**config.mk**
```make
export PLATFORM = sky130hd
export DESIGN_NAME = clk_ratio_meter_flat
export DESIGN_NICKNAME = d
export VERILOG_FILES = /design/src/rtl/clk_ratio_meter_if.sv /design/src/rtl/clk_ratio_meter.sv /design/src/flat_wrapper.sv
export SDC_FILE = /design/constraint.sdc
export NUM_CORES = 1
export LEC_CHECK = 0
export CAP_MARGIN = 40
export CELL_PAD_IN_SITES_DETAIL_PLACEMENT = 0
export CELL_PAD_IN_SITES_GLOBAL_PLACEMENT = 1
export CORE_ASPECT_RATIO = 0.75
export CORE_MARGIN = 4
export CORE_UTILIZATION = 44
export DETAILED_ROUTE_END_ITERATION = 8
export HOLD_SLACK_MARGIN = 0.05
export PLACE_DENSITY_LB_ADDON = 0.1
export SYNTH_ARGS = -nofsm -noshare
export SYNTH_HDL_FRONTEND = slang
export SYNTH_SLANG_ARGS = --single-unit
export TNS_END_PERCENT = 5
```
**constraint.sdc**
```tcl
create_clock -name clk -period 5.5 [get_ports clk]
set_clock_uncertainty 0.05 [all_clocks]
set_input_delay 0.825 -clock clk [delete_from_list [all_inputs] [get_ports clk]]
set_output_delay 0.825 -clock clk [all_outputs]
set_load 0.02 [all_outputs]
```
**src/rtl/clk_ratio_meter_if.sv**
```systemverilog
// Result bundle of the clock ratio meter: measured clock in, period/duty/lock/stall out.
interface clk_ratio_meter_if #(
    parameter int CNT_W = 16
);
    logic             clk_in;
    logic [CNT_W-1:0] ratio;
    logic [CNT_W-1:0] high_time;
    logic             meas_valid;
    logic             locked;
    logic             stall;

    modport master (
        input  clk_in,
        output ratio, high_time, meas_valid, locked, stall
    );

    modport slave (
        output clk_in,
        input  ratio, high_time, meas_valid, locked, stall
    );
endinterface

```
**src/rtl/clk_ratio_meter.sv**
```systemverilog
// Measures the period of clk_in in clk cycles, with lock and stall detection.
// Optional duty measurement enabled by defining CLK_RATIO_METER_DUTY_EN.
module clk_ratio_meter #(
    parameter int          CNT_W    = 16,
    parameter int          LOCK_CNT = 4,
    parameter int unsigned TIMEOUT  = 32'hFFFF
) (
    input  logic            clk,
    input  logic            rst,
    clk_ratio_meter_if.master m
);
    localparam logic [CNT_W-1:0] TMO  = CNT_W'(TIMEOUT);
    localparam logic [3:0]       LOCK = 4'(LOCK_CNT);
    localparam logic [CNT_W-1:0] ONE  = CNT_W'(1);

    typedef enum logic [1:0] {IDLE, MEAS, STALL} state_t;

    state_t           state, state_nxt;
    logic             s1, s2, s3;
    logic             rise;
    logic [CNT_W-1:0] period_cnt;
    logic [CNT_W-1:0] ratio_q;
    logic [3:0]       match_cnt;
    logic [3:0]       match_nxt;
    logic             have_meas;
    logic             meas_valid_q;
    logic             locked_q;
    logic             stall_q;
    logic             start_evt;
    logic             meas_evt;
    logic             to_stall;

    assign rise = s2 & ~s3;

    always_ff @(posedge clk or posedge rst) begin
        if (rst) state <= IDLE;
        else     state <= state_nxt;
    end

    always_comb begin
        state_nxt = state;
        unique case (state)
            IDLE:    if (rise) state_nxt = MEAS;
            MEAS:    if (!rise && period_cnt == TMO) state_nxt = STALL;
            STALL:   if (rise) state_nxt = MEAS;
            default: state_nxt = IDLE;
        endcase
    end

    // A rise on the timeout cycle wins: it is a normal measurement.
    always_comb begin
        start_evt = rise && (state != MEAS);
        meas_evt  = rise && (state == MEAS);
        to_stall  = !rise && (state == MEAS) && (period_cnt == TMO);
        match_nxt = '0;
        if (have_meas && period_cnt == ratio_q)
            match_nxt = (match_cnt == LOCK) ? LOCK : match_cnt + 4'd1;
    end

    always_ff @(posedge clk or posedge rst) begin
        if (rst) begin
            s1           <= 1'b0;
            s2           <= 1'b0;
            s3           <= 1'b0;
            period_cnt   <= '0;
            ratio_q      <= '0;
            match_cnt    <= '0;
            have_meas    <= 1'b0;
            meas_valid_q <= 1'b0;
            locked_q     <= 1'b0;
            stall_q      <= 1'b0;
        end else begin
            s1           <= m.clk_in;
            s2           <= s1;
            s3           <= s2;
            meas_valid_q <= 1'b0;
            if (start_evt) begin
                period_cnt <= ONE;
                stall_q    <= 1'b0;
                have_meas  <= 1'b0;
            end else if (meas_evt) begin
                ratio_q      <= period_cnt;
                meas_valid_q <= 1'b1;
                period_cnt   <= ONE;
                match_cnt    <= match_nxt;
                locked_q     <= (match_nxt == LOCK);
                have_meas    <= 1'b1;
            end else if (to_stall) begin
                stall_q   <= 1'b1;
                locked_q  <= 1'b0;
                match_cnt <= '0;
                ratio_q   <= '0;
            end else if (state == MEAS) begin
                period_cnt <= period_cnt + ONE;
            end
        end
    end

`ifdef CLK_RATIO_METER_DUTY_EN
    logic [CNT_W-1:0] high_cnt;
    logic [CNT_W-1:0] high_q;

    always_ff @(posedge clk or posedge rst) begin
        if (rst) begin
            high_cnt <= '0;
            high_q   <= '0;
        end else if (start_evt) begin
            high_cnt <= ONE;
        end else if (meas_evt) begin
            high_q   <= high_cnt;
            high_cnt <= ONE;
        end else if (to_stall) begin
            high_q   <= '0;
        end else if (state == MEAS) begin
            high_cnt <= high_cnt + CNT_W'(s2);
        end
    end

    assign m.high_time = high_q;
`else
    assign m.high_time = '0;
`endif

    assign m.ratio      = ratio_q;
    assign m.meas_valid = meas_valid_q;
    assign m.locked     = locked_q;
    assign m.stall      = stall_q;
endmodule

```
**src/flat_wrapper.sv**
```systemverilog
// flat-port wrapper written by rule: the top's interface ports become plain ports
module clk_ratio_meter_flat 
#(
    parameter int          CNT_W    = 16,
    parameter int          LOCK_CNT = 4,
    parameter int unsigned TIMEOUT  = 32'hFFFF
)
  (clk, rst, m_clk_in, m_ratio, m_high_time, m_meas_valid, m_locked, m_stall);
  clk_ratio_meter_if #(.CNT_W(CNT_W)) m_i ();
  input  logic clk;
  input  logic rst;
  input wire logic [$bits(m_i.clk_in)-1:0] m_clk_in;
  output wire logic [$bits(m_i.ratio)-1:0] m_ratio;
  output wire logic [$bits(m_i.high_time)-1:0] m_high_time;
  output wire logic [$bits(m_i.meas_valid)-1:0] m_meas_valid;
  output wire logic [$bits(m_i.locked)-1:0] m_locked;
  output wire logic [$bits(m_i.stall)-1:0] m_stall;
  assign m_i.clk_in = m_clk_in;
  assign m_ratio = m_i.ratio;
  assign m_high_time = m_i.high_time;
  assign m_meas_valid = m_i.meas_valid;
  assign m_locked = m_i.locked;
  assign m_stall = m_i.stall;
  clk_ratio_meter #(.CNT_W(CNT_W), .LOCK_CNT(LOCK_CNT), .TIMEOUT(TIMEOUT)) u_core (.clk(clk), .rst(rst), .m(m_i));
endmodule
```
==> results.sh, run 1 <==
export IMPL_status="completed"
export IMPL_grt_max_degree=28
export IMPL_ios=38
export IMPL_num_antenna_cells=0
export IMPL_synth_seq_cells=45
export IMPL_holdBufCountCts=0
export IMPL_cpLargestDelayFamily="simple AND/OR/NAND/NOR gates"
export IMPL_cts_sink_count=45
export IMPL_whs_path_depth=0
export IMPL_cpPeakStageDelay_ns=0.53
export IMPL_hold_end="u_core.s2"
export IMPL_max_cap_violations=0
export IMPL_cp_end_kind="register"
export IMPL_reg2reg_to="u_core.match_cnt[0]"
export IMPL_cts_buffers=5
export IMPL_portBuffers=21
export IMPL_pwr_share_clk_pct=30.7
export IMPL_power_frac_comb_pct=21.5
export IMPL_drc=0
export IMPL_num_vias=1845
export IMPL_hold_path_class="register to register"
export IMPL_post_cts_resized=0
export IMPL_cts_setup_buffers=0
export IMPL_syn_avg_cell_area_um2=9.49
export IMPL_vias_per_cell=5.26
export IMPL_insertion_delay_ns=0.30
export IMPL_synth_yosys_seq_area_share_pct=46.0
export IMPL_initial_core_util_pct=45.7
export IMPL_multiInputGateArea_um2=1160
export IMPL_crit_type="register to register"
export IMPL_routedWlPerCell_um=15.1
export IMPL_crit_buf_inv=1
export IMPL_required_ns=5.64
export IMPL_rsz0062_at_grt="no"
export IMPL_synth_edf_count=0
export IMPL_cts_clk_slew_worst_paths_ns=0.09
export IMPL_tightestPinTransition_ns=0.613
export IMPL_finalSetupViolCount=0
export IMPL_layout_area_seq_um2=1130
export IMPL_grt_usage_pct=17.2
export IMPL_finalCriticalPeriod_ns=2.27
export IMPL_drive_gt1_share_pct=8.70
export IMPL_rows=23
export IMPL_finalMaxSlewViolations=0
export IMPL_relSlewSlack_pct=59.0
export IMPL_cts_path_max_buffers=2
export IMPL_antenna_found_initial=0
export IMPL_drt_iter0_drc=92
export IMPL_period_share_pct=41.3
export IMPL_p_int_w=0.000593
export IMPL_fin_nets=281
export IMPL_gp_congestion=0.835
export IMPL_crit_chain="nor2b_1 > nand2_2 > inv_2 > nor2_1 > a22o_1"
export IMPL_r2r_worst_path_cells=5
export IMPL_p_leak_nw=1.20
export IMPL_cts_root_buffer="clkbuf_8"
export IMPL_drt_total_wl_mm=5.29
export IMPL_synthFlopType="dfrtp_1"
export IMPL_r2r_slack_ns=3.23
export IMPL_ant_nets=0
export IMPL_ys_warn_count=0
export IMPL_start_kind="register"
export IMPL_max_freq_mhz=440
export IMPL_hold_violations=0
export IMPL_power_density_nw_per_um2=311
export IMPL_cts_tree="done"
export IMPL_cp_slowest_cell="nor2b_1"
export IMPL_p_sw_share_pct=31.3
export IMPL_dp_hpwl_mm=3.86
export IMPL_pre_cts_slack_ns=3.25
export IMPL_timing_rr_start="u_core.state[0]"
export IMPL_postSynthCellCount=258
export IMPL_synth_area_leaders="dfrtp_1 46%, xnor2_1 6.8%, nand2_1 6.0%, buf_4 4.9%, o21ai_0 3.9%"
export IMPL_syn_area_um2=2450
export IMPL_dieArea_um2=6840
export IMPL_p_switching_w=0.000270
export IMPL_power_share_sequential_pct=47.8
export IMPL_grt_pass1_wl_mm=9.22
export IMPL_synth_area_leader_cell="dfrtp_1"
export IMPL_setup_ws_ns=3.23
export IMPL_synth_top_cell_area_share_pct=46.0
export IMPL_grt_pass1_vias=1824
export IMPL_ys_top_cells_by_count="45 x dfrtp_1, 39 x nand2_1, 19 x o21ai_0, 19 x xnor2_1, 16 x buf_4"
export IMPL_synthMostInstantiatedCell="dfrtp_1"
export IMPL_fill_cells=526
export IMPL_crit_path_max_fanout=19
export IMPL_fin_setup_tns_ns=0
export IMPL_firstDrtPassIters=5
export IMPL_gr_total_overflow=0
export IMPL_critical_path_arrival_ns=2.41
export IMPL_synth_async_sr_flop_share_pct=100
export IMPL_fp_coreArea_um2=5350
export IMPL_die_h_um=72.6
export IMPL_fp_dieW_um=94.1
export IMPL_synth_distinct_cells=41
export IMPL_cts_max_level=2
export IMPL_syn_to_final_growth_pct=13.2
export IMPL_min_delay_start="u_core.s1"
export IMPL_vdd_drop_max_v=0.000151
## worst register-to-register path, cell delays in order (launching register included)
cell and delay, ns:
dfrtp_1 0.39, nor2b_1 0.53, nand2_2 0.40, inv_2 0.38, nor2_1 0.17, a22o_1 0.26
## area by class of cell
class | count | area share [%]
well taps | 75 | 3.39
inverters | 6 | 0.813
multi-input cells | 193 | 42.0
repair buffers | 24 | 8.85
clock buffers | 6 | 2.98
flip-flops and latches | 45 | 40.6
clock inverters | 2 | 1.35
## routing by layer
metal / vias up / global-route usage [%] / part of all wire [%]
met2: 44 / 24.4 / 43
met3: 4 / 3.61 / 4.6
met1: 912 / 26.3 / 52
li1: 885 / - / -
met4: 0 / 5.61 / 0.79
met5: - / 0 / 0
## logic make-up after synthesis
kind of cell	synth area share, %
xor gates and xnor gates	10.0
and+or+nand+nor	21.4
other	0.153
buffers and inverters	8.79
AOI/OAI and AO/OA	11.7
DFF	46.0
muxes	0.409
adders and majority gates	1.53
## power groups by stage
stage                     Combinational [W]  Clock (W)  Sequential (W)
after global placement             0.000183          0        0.000420
after CTS                          0.000188   0.000271        0.000412
after global routing               0.000209   0.000286        0.000421
after detailed placement           0.000187          0        0.000419
final                              0.000186   0.000265        0.000412
after floorplan                    0.000127          0        0.000422
## worst max path at each step
stage                    start                   to  slack (ns)  cells past startpoint
6_report       u_core.state[0]  u_core.match_cnt[0]        3.23                      5
2_1_floorplan              rst     u_core.have_meas        3.57                      1
5_1_grt        u_core.state[0]  u_core.match_cnt[0]        3.04                      5
3_5_place_dp   u_core.state[0]  u_core.match_cnt[0]        3.25                      5
3_3_place_gp   u_core.state[0]  u_core.match_cnt[3]        3.29                      5
4_1_cts        u_core.state[0]  u_core.match_cnt[0]        3.23                      5
## placed cells by master, fill, tap and decap left out, drive strengths merged, types with 3 or more instances in the layout
| cell type | netlist | final |
|---|---|---|
| dfrtp | 45 | 45 |
| nand2 | 42 | 42 |
| clkdlybuf4s50 | 0 | 21 |
| o21ai | 19 | 19 |
| xnor2 | 19 | 19 |
| conb | 1 | 16 |
| nor2 | 15 | 15 |
| nand4 | 12 | 12 |
| xor2 | 9 | 9 |
| nand3 | 8 | 8 |
| clkbuf | 4 | 6 |
| nor3 | 6 | 6 |
| inv | 6 | 6 |
| nand2b | 5 | 5 |
| and3 | 4 | 4 |
| a22o | 4 | 4 |
| o31ai | 4 | 4 |
| a21oi | 4 | 4 |
| and2 | 3 | 3 |
| o211ai | 3 | 3 |
| ha | 3 | 3 |
| and4 | 3 | 3 |
| buf | 25 | 3 |
## stage by stage
step | total power [W] | area, um2 | util (%) | cells | hold slack, ns
after floorplan | 0.000550 | 2500 | - | 273 | 0.281
after detailed placement | 0.000606 | 2650 | 49.5 | 343 | 0.300
final | 0.000863 | 2770 | 51.8 | 351 | 0.310
after global routing | 0.000916 | 2770 | 51.8 | 351 | 0.328
after global placement | 0.000603 | 2630 | 49.2 | 342 | 0.285
after CTS | 0.000871 | 2770 | 51.8 | 351 | 0.311
## flip-flops by register name, summed over array words and instances, names as in the netlist
name                 count
u_core.have_meas         1
u_core.m.ratio          16
u_core.s1                1
u_core.m.stall           1
u_core.m.meas_valid      1
u_core.period_cnt       16
u_core.m.locked          1
u_core.s2                1
u_core.s3                1
u_core.state             2
u_core.match_cnt         4
Power figures use the tool's default switching activity.
==> run 2: changes to the inputs <==
- CORE_UTILIZATION: 44 -> 37
- clock period: 5.5 -> 1.9 ns (I/O delays scaled with it)
==> run 2 against run 1 <==
Effect of this change: clock-buffer cell count up 1; core utilization down 5.6 points; clock power is 150% higher; sequential power grew to 2.8 times the previous value; global-route usage down 1.6 points; critical path depth rose by 1; highest routed layer unchanged.
==> results.sh, run 2 (synthesis gave the netlist of run 1 again) <==
export IMPL_finalMaxSlewViolations=0
export IMPL_die_h_um=78.5
export IMPL_drt_iter0_drc=102
export IMPL_max_freq_mhz=560
export IMPL_rows=25
export IMPL_fin_nets=301
export IMPL_ios=38
export IMPL_holdWs_ns=0.292
export IMPL_drt_total_wl_mm=5.63
export IMPL_insertion_delay_ns=0.29
export IMPL_start_kind="register"
export IMPL_drive_gt1_share_pct=16.6
export IMPL_ant_nets=0
export IMPL_required_ns=2.03
export IMPL_rsz0062_at_grt="no"
export IMPL_crit_chain="ha_1 > and3_4 > nand2_2 > nor3_4 > or4_4 > mux2i_1"
export IMPL_fill_cells=631
export IMPL_p_leak_nw=1.31
export IMPL_crit_path_max_fanout=5
export IMPL_cts_root_buffer="clkbuf_8"
export IMPL_cp_slowest_cell="or4_4"
export IMPL_max_cap_violations=0
export IMPL_power_share_sequential_pct=47.1
export IMPL_routedWlPerCell_um=14.9
export IMPL_gr_total_overflow=0
export IMPL_hold_path_class="primary input to asynchronous set/reset pin"
export IMPL_finalSetupViolCount=0
export IMPL_grt_max_degree=46
export IMPL_num_vias=1850
export IMPL_status="completed"
export IMPL_finalCriticalPeriod_ns=1.79
export IMPL_cp_end_kind="register"
export IMPL_cts_max_level=2
export IMPL_power_density_nw_per_um2=844
export IMPL_initial_core_util_pct=38.6
export IMPL_grt_pass1_vias=1837
export IMPL_gp_congestion=0.817
export IMPL_placedCellCount=369
export IMPL_cts_clk_slew_worst_paths_ns=0.09
export IMPL_fp_dieW_um=102
export IMPL_final_cell_mix="44 x dfrtp_1, 39 x nand2_1, 22 x buf_4, 21 x clkdlybuf4s50_1"
export IMPL_grt_usage_pct=15.6
export IMPL_period_share_pct=94.1
export IMPL_cts_buffers=5
export IMPL_cts_path_max_buffers=2
export IMPL_layout_cells_non_filler=377
export IMPL_syn_to_final_growth_pct=19.8
export IMPL_pwr_share_clk_pct=26.5
export IMPL_num_antenna_cells=0
export IMPL_vdd_drop_max_v=0.000452
export IMPL_final_common_cell="dfrtp_1"
export IMPL_fin_setup_tns_ns=0
export IMPL_p_sw_share_pct=32.5
export IMPL_cpPeakStageDelay_ns=0.53
export IMPL_dp_hpwl_mm=4.14
export IMPL_power_frac_comb_pct=26.4
export IMPL_critical_path_arrival_ns=1.92
export IMPL_grt_pass1_wl_mm=9.68
export IMPL_fp_coreArea_um2=6350
export IMPL_totalPowerFinal_w=0.00248
export IMPL_hold_violations=0
export IMPL_antenna_found_initial=0
export IMPL_dieArea_um2=8000
export IMPL_firstDrtPassIters=4
export IMPL_cts_sink_count=45
export IMPL_portBuffers=21
export IMPL_p_switching_w=0.000806
export IMPL_crit_type="register to register"
export IMPL_vias_per_cell=4.91
export IMPL_finish_utilization_pct=46.2
export IMPL_p_int_w=0.00167
export IMPL_drc=0
export IMPL_cts_tree="done"
-- run 2: what timing repair did --
item,CTS,global route
buffers inserted,0,0
gates resized for setup,0,7
hold endpoints to repair,0,0
setup endpoints to repair,0,10
hold buffers,0,0
-- run 2: per-stage QoR --
stage	cell area, um2	setup slack, ns
after floorplan	2500	0.0744
after global placement	2810	0.0415
final	2930	0.113
after CTS	2910	0.0209
after detailed placement	2810	0.0417
after global routing	2930	0.0180
-- run 2: final timing paths --
check	slack, ns	startpoint	to	depth (start not counted)
worst max register to register	0.11	u_core.period_cnt[0]	u_core.period_cnt[11]	6
worst max-delay path	0.11	u_core.period_cnt[0]	u_core.period_cnt[11]	6
max in group asynchronous	1.28	rst	u_core.period_cnt[2]	3
worst min-delay path	0.29	rst	u_core.m.meas_valid	3
min in group clk	0.30	u_core.s1	u_core.s2	0
worst min register to register	0.30	u_core.s1	u_core.s2	0
-- run 2: final cells by class --
class	count	area, um2	share of cell area, %
Clock buffer	7	96.3	3.28
Clock inverter	1	5.00	0.171
Inverter	6	22.5	0.768
Multi-Input combinational cell	193	1190	40.4
Sequential cell	45	1130	38.4
Tap cell	81	101	3.45
Timing Repair Buffer	44	395	13.5
-- run 2: power groups by stage --
| stage | clock network (W) | logic (W) | registers, W |
|---|---|---|---|
| floorplan | 0 | 0.000368 | 0.00122 |
| global placement | 0 | 0.000641 | 0.00118 |
| detailed placement | 0 | 0.000640 | 0.00118 |
| CTS | 0.000684 | 0.000644 | 0.00116 |
| global route | 0.000723 | 0.000742 | 0.00119 |
| finish | 0.000656 | 0.000653 | 0.00117 |
-- run 2: worst max-delay path: cells and delay by family (launching register included) --
family / cells / cell delay, ns
adders and majority gates: 1 / 0.21
and+or+nand+nor: 4 / 0.90
DFF: 1 / 0.39
muxes: 1 / 0.13
-- run 2: routing by layer --
layer,GRT usage (%),wire (um)
met3,3.29,289
met2,21.1,2410
met4,3.15,44
met5,0,0
met1,25.2,2880
==> RTL edit, RTL diff (settings of run 2) <==
The option `CLK_RATIO_METER_DUTY_EN` is turned on by a define.
--- a/src/rtl/clk_ratio_meter.sv
+++ b/src/rtl/clk_ratio_meter.sv
@@ -1,4 +1,6 @@
 // Measures the period of clk_in in clk cycles, with lock and stall detection.
 // Optional duty measurement enabled by defining CLK_RATIO_METER_DUTY_EN.
+`define CLK_RATIO_METER_DUTY_EN
+
 module clk_ratio_meter #(
     parameter int          CNT_W    = 16,
Function: changed (Yosys sat finds a counterexample within 10 cycles, from zero or initial values and one cycle with rst high).
==> RTL edit against run 2 <==
The run now ends with negative setup slack left. Wire length increased by 67%. Design area grew 71%. Worst setup slack lost 150 ps. Maximum frequency down 7.7%. Sequential cell count up 32. Area after synthesis is 54% higher. Sequential share of layout area about the same. Power rose by 89%. Largest cell class is now registers.
==> RTL edit: results (changes against run 2) <==
- Clock edge transition at the registers on the reported setup and hold paths: 60 ps (-30 ps)
- Placed Instances: 591 (+60%)
- Final-layout fill cell count: 897 (+42%)
- # H-tree levels: 3 (+1)
- CP peak stage delay: 610 ps (+80 ps)
- Status: finished with violations
- Vias: 3,202 (+73%)
- First-pass GRT wire length: 15,790 um (+63%)
- Setup-failing EPs final: 3 (+3)
- Share of layout cells above drive strength 1: 0.1946 (+0.02902)
- Register area share after synthesis: 0.5109 (+0.05106)
- Average size of a mapped cell: 9.475 um2 (-0.16%)
- Post-DR wirelength/cell: 15.43 um (+3.3%)
- Starting DRT DRC Count: 186 (+82%)
- Failing checks: negative setup slack
- Placer Congestion: 0.8337 (+2.1%)
- Root buffer cell: clkbuf_16
- Unique masters post-synth: 44 (+7.3%)
- Final worst slack: -35.66 ps (-148.4 ps)
- Port buffer count: 37 (+76%)
- Num CTS Buffers: 9 (+4)
- Dpl hpwl: 6752 um (+63%)
- IR drop worst, VDD: 0.5700 mV (+26%)
- Skew-Pair Late Insertion Delay: 330 ps (+40 ps)
- WP data arrival: 2100 ps (+180 ps)
- Largest net degree at the start of global routing: 33 (-28%)
- Leakage: 2.075 nW (+58%)
- Largest cells by area after synthesis: dfrtp_1 (51%), nand2_1 (6.6%), o21ai_0 (6.2%)
- Synth top cells by count: dfrtp_1 (77), nand2_1 (66), o21ai_0 (47), a21oi_1 (25), or3_1 (17)
## RTL edit: cell types whose count changed in the layout (fill, tap and decap cells not counted), sizes merged, moves of 17 or more
cell | before | now
nand2 | 42 | 66
dfrtp | 45 | 77
o21ai | 19 | 49
a21oi | 4 | 25
or3 | 0 | 17
buf | 23 | 49
## RTL edit: metal layers
layer / track usage / wire length, um / vias to the layer above
li1: - / - / 1577
met1: 0.2348 / 4811 / 1564
met2: 0.2554 / 4135 / 57
met3: 0.04087 / 380 / 4
met4: 0.04471 / 85 / 0
met5: 0 / 0 / -
## RTL edit: area by class of cell
cell class	count	area (um2)	area share
Timing Repair Buffer	86	779.5	0.1554
Tap cell	132	165.2	0.03293
Multi-Input combinational cell	293	1800	0.3590
Clock inverter	6	87.58	0.01747
Sequential cell	77	1927	0.3842
Inverter	6	26.28	0.005240
Clock buffer	10	229.0	0.04566
## RTL edit: worst paths after layout
path                       depth (start not counted)  slack, ps               endpoint                  from
max                                                6        -40    u_core.high_cnt[12]  u_core.period_cnt[1]
min                                                2        250     u_core.m.ratio[15]                   rst
max reg2reg                                        6        -40    u_core.high_cnt[12]  u_core.period_cnt[1]
min reg2reg                                        0        320              u_core.s2             u_core.s1
max in group asynchronous                          3       1060  u_core.period_cnt[14]                   rst
min in group clk                                   0        320              u_core.s2             u_core.s1
## RTL edit: power breakdown
group / leakage (nW) / total, mW / switching [mW] / internal, mW
Clock: 0.156 / 1.83 / 0.676 / 1.15
Sequential: 1.04 / 1.92 / 0.129 / 1.79
Combinational: 0.875 / 0.926 / 0.482 / 0.445
Total: 2.07 / 4.67 / 1.29 / 3.38
## RTL edit: worst max-delay path, delay by kind of cell (launching register included)
family | cells | cell delay, ps
flops | 1 | 350
simple gates | 3 | 820
fa+ha+maj | 1 | 200
compound gates | 2 | 380
## RTL edit: timing repair
action / 4_1_cts / 5_1_grt
gates resized for setup: 0 / 23
hold endpoints to repair: 0 / 0
setup buffers: 0 / 3
setup endpoints to repair: 0 / 51
## RTL edit: metrics by stage
step                area, um2  setup WS, ps  hold slack [ps]  TNS (ps)  utilization
global placement         4599         8.317            316.7         0       0.4687
global route             5015        -90.24            260.5    -767.9       0.5110
floorplan                3775         7.939            266.4         0            -
detailed placement       4599         14.71            299.0         0       0.4687
CTS                      4916         4.460            249.5         0       0.5010
finish                   5015        -35.66            248.3    -77.78       0.5110
## RTL edit: cell families (layout without fill, tap and decap cells)
kind of cell,count (synthesis),count (layout),share of synthesized area
and+or+nand+nor,163,163,0.2240
DFF,77,77,0.5109
AOI/OAI and AO/OA,102,102,0.1629
adders and majority gates,5,5,0.01659
xor gates and xnor gates,21,21,0.04877
buffers and inverters,28,108,0.03152
muxes,2,2,0.005309
